## src/rtl/mem_arbiter.sv

```systemverilog
// mem_arbiter: host/core arbiter sequencing transactions into the block memory port and writing the status word; define MEM_ARB_ROUND_ROBIN_EN for round-robin, else fixed host priority
module mem_arbiter #(
    parameter int size       = 1024,
    parameter int blocks     = 4,
    parameter int log_size   = 10,
    parameter int cell_width = 32,
    parameter int width      = blocks * cell_width
) (
    input  logic                  in_clk,
    input  logic                  in_reset,
    input  logic                  in_host_req,
    input  logic                  in_host_we,
    input  logic [log_size-1:0]   in_host_addr,
    input  logic [width-1:0]      in_host_wdata,
    input  logic                  in_core_req,
    input  logic                  in_core_we,
    input  logic [log_size-1:0]   in_core_addr,
    input  logic [width-1:0]      in_core_wdata,
    output logic                  out_host_ack,
    output logic                  out_host_err,
    output logic [width-1:0]      out_host_rdata,
    output logic                  out_core_ack,
    output logic                  out_core_err,
    output logic [width-1:0]      out_core_rdata,
    output logic [log_size-1:0]   out_mem_address,
    output logic [width-1:0]      out_mem_data,
    output logic                  out_mem_read_en,
    output logic                  out_mem_write_en,
    output logic [cell_width-1:0] out_mem_status,
    output logic                  out_mem_write_status_en,
    input  logic [width-1:0]      in_mem_data,
    input  logic [cell_width-1:0] in_mem_config,
    output logic                  out_busy
);
    typedef enum logic [1:0] {IDLE, ISSUE, WAIT, DONE} state_t;
    localparam logic [log_size-1:0] max_addr = log_size'(size - blocks);
    state_t state, state_nxt;
    logic host_ok, core_ok, pick_core, start, sel_we, req_err, done;
    logic [log_size-1:0] sel_addr;
    logic we_r, grant_r, err_r;
    logic [width-1:0] rdata_r;
    logic [15:0] txn_count;
    logic unused_cfg;
    assign unused_cfg = ^in_mem_config[cell_width-1:1];
    assign host_ok = in_host_req;
    assign core_ok = in_core_req & in_mem_config[0];
`ifdef MEM_ARB_ROUND_ROBIN_EN
    logic last_grant;
    assign pick_core = core_ok & (~host_ok | ~last_grant);
    // remember who won last so a contested IDLE favours the other side
    always_ff @(posedge in_clk) begin
        if (!in_reset) last_grant <= 1'b1;
        else if (start) last_grant <= pick_core;
    end
`else
    assign pick_core = core_ok & ~host_ok;
`endif
    assign start    = (state == IDLE) & (host_ok | core_ok);
    assign sel_we   = pick_core ? in_core_we : in_host_we;
    assign sel_addr = pick_core ? in_core_addr : in_host_addr;
    assign req_err  = (sel_addr > max_addr) | (pick_core & sel_we & (sel_addr < log_size'(2)));
    assign done     = state == DONE;
    assign out_busy                = state != IDLE;
    assign out_mem_read_en         = (state == ISSUE) & ~we_r;
    assign out_mem_write_en        = (state == ISSUE) & we_r;
    assign out_host_ack            = done & ~grant_r;
    assign out_core_ack            = done & grant_r;
    assign out_host_err            = out_host_ack & err_r;
    assign out_core_err            = out_core_ack & err_r;
    assign out_host_rdata          = out_host_ack ? rdata_r : '0;
    assign out_core_rdata          = out_core_ack ? rdata_r : '0;
    assign out_mem_write_status_en = done;
    assign out_mem_status          = done ? cell_width'({14'b0, grant_r, err_r, txn_count + 16'd1}) : '0;
    // state register
    always_ff @(posedge in_clk) begin
        if (!in_reset) state <= IDLE;
        else state <= state_nxt;
    end
    // next state: rejected requests skip the memory and complete immediately
    always_comb begin
        state_nxt = state;
        case (state)
            IDLE:    state_nxt = start ? (req_err ? DONE : ISSUE) : IDLE;
            ISSUE:   state_nxt = we_r ? DONE : WAIT;
            WAIT:    state_nxt = DONE;
            default: state_nxt = IDLE;
        endcase
    end
    // latch the winner, drive the memory port, capture read data and count completions
    always_ff @(posedge in_clk) begin
        if (!in_reset) begin
            we_r            <= 1'b0;
            grant_r         <= 1'b0;
            err_r           <= 1'b0;
            rdata_r         <= '0;
            txn_count       <= '0;
            out_mem_address <= '0;
            out_mem_data    <= '0;
        end else begin
            if (start) begin
                we_r    <= sel_we;
                grant_r <= pick_core;
                err_r   <= req_err;
                rdata_r <= '0;
                if (!req_err) begin
                    out_mem_address <= sel_addr;
                    out_mem_data    <= pick_core ? in_core_wdata : in_host_wdata;
                end
            end
            if (state == WAIT) rdata_r <= in_mem_data;
            if (done) txn_count <= txn_count + 16'd1;
        end
    end
endmodule

```

## config.mk

```make
export PLATFORM = sky130hd
export DESIGN_NAME = mem_arbiter
export DESIGN_NICKNAME = d
export VERILOG_FILES = /design/src/rtl/mem_arbiter.sv
export SDC_FILE = /design/constraint.sdc
export NUM_CORES = 1
export LEC_CHECK = 0
export ABC_AREA = 1
export BUFFER_PORTS_ARGS = -buffer_cell sky130_fd_sc_hd__buf_2
export CAP_MARGIN = 20
export CORE_AREA = 2 2 344 346
export CTS_CLUSTER_SIZE = 10
export DETAILED_ROUTE_END_ITERATION = 10
export DIE_AREA = 0 0 346 348
export PLACE_DENSITY = 0.34
export SLEW_MARGIN = 20
export SYNTH_ARGS = -nofsm -noshare
export SYNTH_HDL_FRONTEND = slang
export SYNTH_SLANG_ARGS = --single-unit
```

## constraint.sdc

```tcl
create_clock -name in_clk -period 2.1 [get_ports in_clk]
set_input_delay 0 -clock in_clk [delete_from_list [all_inputs] [get_ports in_clk]]
set_output_delay 0 -clock in_clk [all_outputs]
set_load 0.005 [all_outputs]
```

# Word-level counts from Yosys, hierarchy flattened
# Cells that the tools add are included.
classes:
  magnitude_cmp: 2
  n_reduce_logical: 4
  n_bitwise: 17
  add_sub_neg: 1
  n_mux: 12
  n_eq_ne: 3
op_table:
  columns: ["operator", "n"]
  rows:
  - ["128-bit 2-to-1 mux", 5]
  - ["18-bit 2-to-1 mux", 1]
  - ["16-bit by 1-bit adder with 16-bit output, second input constant", 1]
  - ["1-bit bitwise AND", 11]
  - ["10-bit greater-than comparator, second input constant", 1]
  - ["10-bit by 2-bit < comparator with 1-bit output, second input constant", 1]
  - ["10-bit 2-to-1 mux", 1]
  - ["2-bit case mux with 3 select lines", 1]
  - ["2-bit equality test, second input constant", 2]
  - ["2-bit 2-to-1 mux", 2]
  - ["1-bit NOT", 4]
  - ["2-bit nonzero test", 2]
  - ["2-bit by 1-bit equality test with 1-bit output, second input constant", 1]
  - ["2-bit zero test", 1]
  - ["1-bit 2-to-1 mux", 2]
  - ["1-bit OR", 2]
  - ["2-bit AND reduction", 1]
word_totals:
  output_inout_bits: 434
  regBits: 287
  elab_cells: 47
  input_bits: 442

# Longest topological paths before layout
logic_depth:
  word_depth: 9
  depth_mapped: 14
  depth_no_buf: 11

# Worst setup path after synthesis
# Ideal clock, no wire load.
synth_timing:
  path_type: "register -> register"
  startpoint: "register state[0]"
  endpoint: "register out_mem_data[10]"
  path_buffers: 2
  setup_slack_ns: 0.413
  arrival_time_ns: 1.574
  setup_time_ns: 0.113
  period_less_slack_ns: 1.687
  stages_incl_launch_ff: 10
  required_ns: 1.987
  cell_sequence: "dfxtp_1 > inv_1 > ha_1 > inv_1 > a21oi_1 > nand3_2 > buf_6 > buf_4 > nor2_1 > nor2_1"
synth_between:
  elab_chain_len: 3
synth_rtl:
  columns: ["element", "line_no", "rtl"]
  rows:
  - ["start: declaration", "37", "state_t state, state_nxt;"]
  - ["start signal: assignment", "77", "else state <= state_nxt;"]
  - ["2-bit zero test", "58", "assign start = (state == IDLE) & (host_ok | core_ok);"]
  - ["1-bit bitwise AND", "58", null]
  - ["2-bit AND reduction (no line)", null, null]
  - ["end signal: assignment", "107", "out_mem_data <= pick_core ? in_core_wdata : in_host_wdata;"]
  - ["end: declaration", "26", "output logic [width-1:0] out_mem_data,"]
# No other way between the ends.
# A chain may end at the register's enable or synchronous reset.

# Final worst setup path
layout_timing:
  startpoint: "register txn_count[0]"
  endpoint: "output port out_mem_status[14]"
layout_between:
  elab_chain_len: 2
layout_rtl:
  columns: ["element", "line_no", "rtl"]
  rows:
  - ["start: declaration", "42", "logic [15:0] txn_count;"]
  - ["start signal: assignment", "111", "if (done) txn_count <= txn_count + 16'd1;"]
  - ["16-bit by 1-bit adder with 16-bit output", "73", "assign out_mem_status = done ? cell_width'({14'b0, grant_r, err_r, txn_count + 16'd1}) : '0;"]
  - ["18-bit 2-to-1 mux", "73", null]
  - ["end: declaration", "29", "output logic [cell_width-1:0] out_mem_status,"]
# No other way between the ends.

==> report_table.html <==
<table>
<tr><th>Metric</th><th>Value</th></tr>
<tr><th colspan="2">Routing</th></tr>
<tr><td>WL final</td><td>86300 um</td></tr>
<tr><td>Total number of vias</td><td>19600</td></tr>
<tr><td>Antenna-violating nets left</td><td>0</td></tr>
<tr><td>Drt drc</td><td>0</td></tr>
<tr><td>Number of iterations in the first detailed-routing pass</td><td>5</td></tr>
<tr><td>DR WL/cell</td><td>16.1 um</td></tr>
<tr><td>Routed via count divided by cell count</td><td>3.66</td></tr>
<tr><td>Starting DRC count in detailed routing</td><td>1049</td></tr>
<tr><th colspan="2">Clock tree</th></tr>
<tr><td>TritonCTS clock tree</td><td>done</td></tr>
<tr><td>Clock-pin slew on the worst setup and hold paths</td><td>0.06 ns</td></tr>
<tr><td>TritonCTS buffer count</td><td>40</td></tr>
<tr><td>TritonCTS Sinks</td><td>287</td></tr>
<tr><td>Clock insertion delay at the later pin of the skew report</td><td>0.58 ns</td></tr>
<tr><td>Maximum number of buffers from clock root to sink</td><td>3</td></tr>
<tr><td>H-tree depth</td><td>2</td></tr>
<tr><td>Clock root cell</td><td>clkbuf_16</td></tr>
<tr><th colspan="2">Timing</th></tr>
<tr><td>Final period utilization</td><td>94.7%</td></tr>
<tr><td>Final Setup Violations</td><td>0</td></tr>
<tr><td>Final setup TNS</td><td>0 ns</td></tr>
<tr><td>Maximum frequency from static timing analysis</td><td>503 MHz</td></tr>
<tr><td>Shortest period the worst path allows</td><td>1.99 ns</td></tr>
<tr><td>Worst Hold Margin</td><td>0.0623 ns</td></tr>
<tr><td>Min setup slack post-route</td><td>0.111 ns</td></tr>
<tr><td>Count of endpoints failing hold in the final timing report</td><td>0</td></tr>
<tr><td>Measured slew at the worst slew-check pin</td><td>0.544 ns</td></tr>
<tr><td>Worst slew margin</td><td>63.7%</td></tr>
<tr><td>Worst clock skew on the final layout</td><td>0.0158 ns</td></tr>
<tr><td>Number of slew-limit violations in the final report</td><td>0</td></tr>
<tr><td>Setup repair after global routing missed its margin</td><td>true</td></tr>
<tr><th colspan="2">Die</th></tr>
<tr><td>Ports</td><td>876</td></tr>
<tr><td>Chip width</td><td>346 um</td></tr>
<tr><td>Die Y</td><td>348 um</td></tr>
<tr><td>DIE AREA</td><td>120000 sq um</td></tr>
<tr><td>Number of core rows</td><td>126</td></tr>
<tr><td>Initial Utilization</td><td>12.9%</td></tr>
<tr><td>Std-Cell Core Area</td><td>117000 sq um</td></tr>
<tr><th colspan="2">Setup path</th></tr>
<tr><td>Peak fanout along the critical path</td><td>3</td></tr>
<tr><td>Register-to-register setup slack</td><td>0.19 ns</td></tr>
<tr><td>Type of origin of the critical path</td><td>flop</td></tr>
<tr><td>Worst path bufs/invs</td><td>4</td></tr>
<tr><td>Cell-by-cell trace of the critical path</td><td>ha_4, nand2_4, inv_4, nand2_2, inv_2, nand2_4, nor2_4, nand3_2, xnor2_1, nand2_1, inv_1, buf_2</td></tr>
<tr><td>Most Frequent Cell on Critical Path</td><td>nand2_4</td></tr>
<tr><td>Crit path largest cell delay</td><td>0.38 ns</td></tr>
<tr><td>CP required</td><td>2.10 ns</td></tr>
<tr><td>Critical path class</td><td>flop to output port</td></tr>
<tr><td>Endpoint class of the critical path</td><td>output port</td></tr>
<tr><td>Data arrival time of the critical path</td><td>1.99 ns</td></tr>
<tr><td>Cell with the largest stage delay on the worst path</td><td>dfxtp_4</td></tr>
<tr><td>Delay-heaviest family, CP</td><td>simple AND/OR/NAND/NOR gates</td></tr>
<tr><th colspan="2">Outcome</th></tr>
<tr><td>Status</td><td>finished, final reports clean</td></tr>
<tr><th colspan="2">Placed design</th></tr>
<tr><td>Placement-stage cell area</td><td>21400 sq um</td></tr>
<tr><td>Number of placed cells counting well taps</td><td>4863</td></tr>
<tr><td>DP Wirelength</td><td>66600 um</td></tr>
<tr><td>Worst slack at placement</td><td>-0.0466 ns</td></tr>
<tr><td>Quantity of I/O buffers inserted on ports</td><td>830</td></tr>
<tr><td>Final Wtd Congestion</td><td>0.790</td></tr>
<tr><th colspan="2">Synthesis</th></tr>
<tr><td>Fraction of the mapped netlist area in compound gates</td><td>5.40%</td></tr>
<tr><td>Top cells by area, synth</td><td>dfxtp_1 (38%), nand2_1 (22%), nor2_1 (14%)</td></tr>
<tr><td>Count of unique library cells instantiated by Yosys</td><td>28</td></tr>
<tr><td>Mux cell area share after synthesis</td><td>0%</td></tr>
<tr><td>Count of synthesis-stage warnings from yosys</td><td>0</td></tr>
<tr><td>#FFs+latches synth</td><td>287</td></tr>
<tr><td>Cell type with the highest aggregate area in the netlist</td><td>dfxtp_1</td></tr>
<tr><td>Adder-Cell Fraction of Synth Area</td><td>0.416%</td></tr>
<tr><td>Average footprint of a synthesized cell</td><td>5.85 sq um</td></tr>
<tr><td>Share of the synthesized area in the top cell type</td><td>38.2%</td></tr>
<tr><td>Dominant combinational cell family by area after synthesis</td><td>simple AND/OR/NAND/NOR gates</td></tr>
<tr><td>Synthesized instance count</td><td>2572</td></tr>
<tr><td>Sequential area share after synthesis</td><td>38.2%</td></tr>
<tr><td>Synthesized area</td><td>15000 sq um</td></tr>
<tr><td>Post-Synth XOR/XNOR Area</td><td>0.291%</td></tr>
<tr><td>Synthesized-area fraction occupied by and/or/nand/nor cells</td><td>41.3%</td></tr>
<tr><th colspan="2">Finish</th></tr>
<tr><td>Layout Cell Area excl Fill</td><td>27600 sq um</td></tr>
<tr><td>Share of layout cells above drive strength 1</td><td>29.1%</td></tr>
<tr><td>Post-route insts no fill</td><td>5358</td></tr>
<tr><td>Layout-stage area growth over the synthesis result</td><td>83.1%</td></tr>
<tr><td>Nets</td><td>4238</td></tr>
<tr><th colspan="2">Power and ir drop</th></tr>
<tr><td>Leakage power summed over all cells</td><td>13.6 nW</td></tr>
<tr><td>Largest voltage drop on the vdd net</td><td>0.000444 V</td></tr>
<tr><td>Power per cell area</td><td>852 nW/um^2</td></tr>
<tr><th colspan="2">Global routing</th></tr>
<tr><td>Global-route wire length before repair</td><td>124000 um</td></tr>
<tr><td>Number of antenna violations at the first check in global routing</td><td>15</td></tr>
<tr><td>Largest net degree at the start of global routing</td><td>61</td></tr>
<tr><td>Residual overflow from global routing</td><td>0</td></tr>
<tr><td>Via count of the first global-routing pass</td><td>19200</td></tr>
<tr><td>Overall track demand over capacity in global routing</td><td>13.6%</td></tr>
<tr><th colspan="2">Job</th></tr>
<tr><td>Max cap viols</td><td>0</td></tr>
<tr><th colspan="2">Worst hold path</th></tr>
<tr><td>Worst min path class</td><td>input port to flop</td></tr>
</table>
## synthesized netlist by cell type (all sizes together)
| cell | number |
|---|---|
| a21oi | 145 |
| clkinv | 1 |
| nor2 | 552 |
| buf | 67 |
| nand3 | 141 |
| nand4 | 13 |
| nor3 | 6 |
| o22ai | 2 |
| ha | 5 |
| xnor2 | 1 |
| inv | 335 |
| xor2 | 4 |
| conb | 1 |
| clkbuf | 115 |
| nand2 | 883 |
| o21ai | 8 |
| nor4 | 1 |
| dfxtp | 287 |
| a31oi | 2 |
| o21bai | 2 |
| o211ai | 1 |
## what timing repair did
action                     4_1_cts  5_1_grt
gates cloned                     2        5
hold buffers                   394        0
pin swaps                        5        9
hold endpoints to repair       266        0
setup buffers                   14        8
setup endpoints to repair      257      156
gates resized for setup        126       54
## sequential cells by signal (all words and copies together) (netlist names)
register         cells
err_r                1
grant_r              1
out_mem_address     10
out_mem_data       128
rdata_r            128
state                2
txn_count           16
we_r                 1
## through the flow
step	total power [mW]	util, %
floorplan	12.1	-
global placement	16.1	18.3
detailed placement	16.1	18.3
CTS	24.0	23.2
global route	25.4	23.6
finish	23.5	23.6
## logic make-up after synthesis
kind of cell,Yosys count
flops,287
simple gates,1596
fa+ha+maj,5
other cells,1
xor+xnor,5
buf+inv,518
compound gates,160
## routing by layer
| layer | part of all wire (%) | vias up | wire length (um) | track usage (%) |
|---|---|---|---|---|
| met5 | 0.079 | - | 68 | 0 |
| met4 | 2.7 | 10 | 2370 | 3.87 |
| met3 | 6.8 | 90 | 5910 | 3.85 |
| met2 | 48 | 634 | 41300 | 23.5 |
| met1 | 42 | 8818 | 36700 | 16.4 |
| li1 | - | 10000 | - | - |
## cells in the final DEF (no fill, tap or decap), drive strengths merged, types with 5 or more instances in the layout
master       count
buf            946
nand2          883
nor2           552
dlygate4sd3    394
inv            337
dfxtp          287
a21oi          145
nand3          141
clkbuf          67
conb            14
nand4           13
o21ai            8
nor3             6
clkinv           6
diode            5
ha               5
## report_power, final
group	internal (mW)	leakage [nW]	switching, mW	total (mW)
Sequential	6.74	2.36	0.672	7.41
Clock	3.95	0.622	2.70	6.65
Combinational	3.80	10.6	5.61	9.41
## worst paths after layout
path                                                   endpoint  cells after the start                 startpoint
worst min register to register         rdata_r[83]$_SDFFE_PN0P_                      2   rdata_r[83]$_SDFFE_PN0P_
worst max register to register    out_mem_data[92]$_SDFFE_PN0P_                     11        state[1]$_SDFF_PN0_
worst max-delay path                         out_mem_status[14]                     12  txn_count[0]$_SDFFE_PN0P_
worst min-delay path            out_mem_address[1]$_SDFFE_PN0P_                      8            in_core_addr[1]
## worst reg2reg max path: cells and delay by family, from the launching register on
kind / cells / cell delay, ns
adder cells (fa/ha/maj): 1 / 0.21
AO/OA/AOI/OAI: 1 / 0.15
buffers and inverters: 6 / 0.80
AND/OR/NAND/NOR: 3 / 0.31
flip-flops: 1 / 0.33
## layout make-up
cell class	instances	area, sq um
inverter	336	1290
multi-input combinational	1780	7650
fill	13500	89400
clock buffer	62	1220
clock inverter	6	41.3
sequential	287	5770
antenna	5	12.5
tap	1536	1920
timing repair inverter	1	11.3
timing repair buffer	1345	9650
No activity file was read; power rests on OpenSTA's default activity.
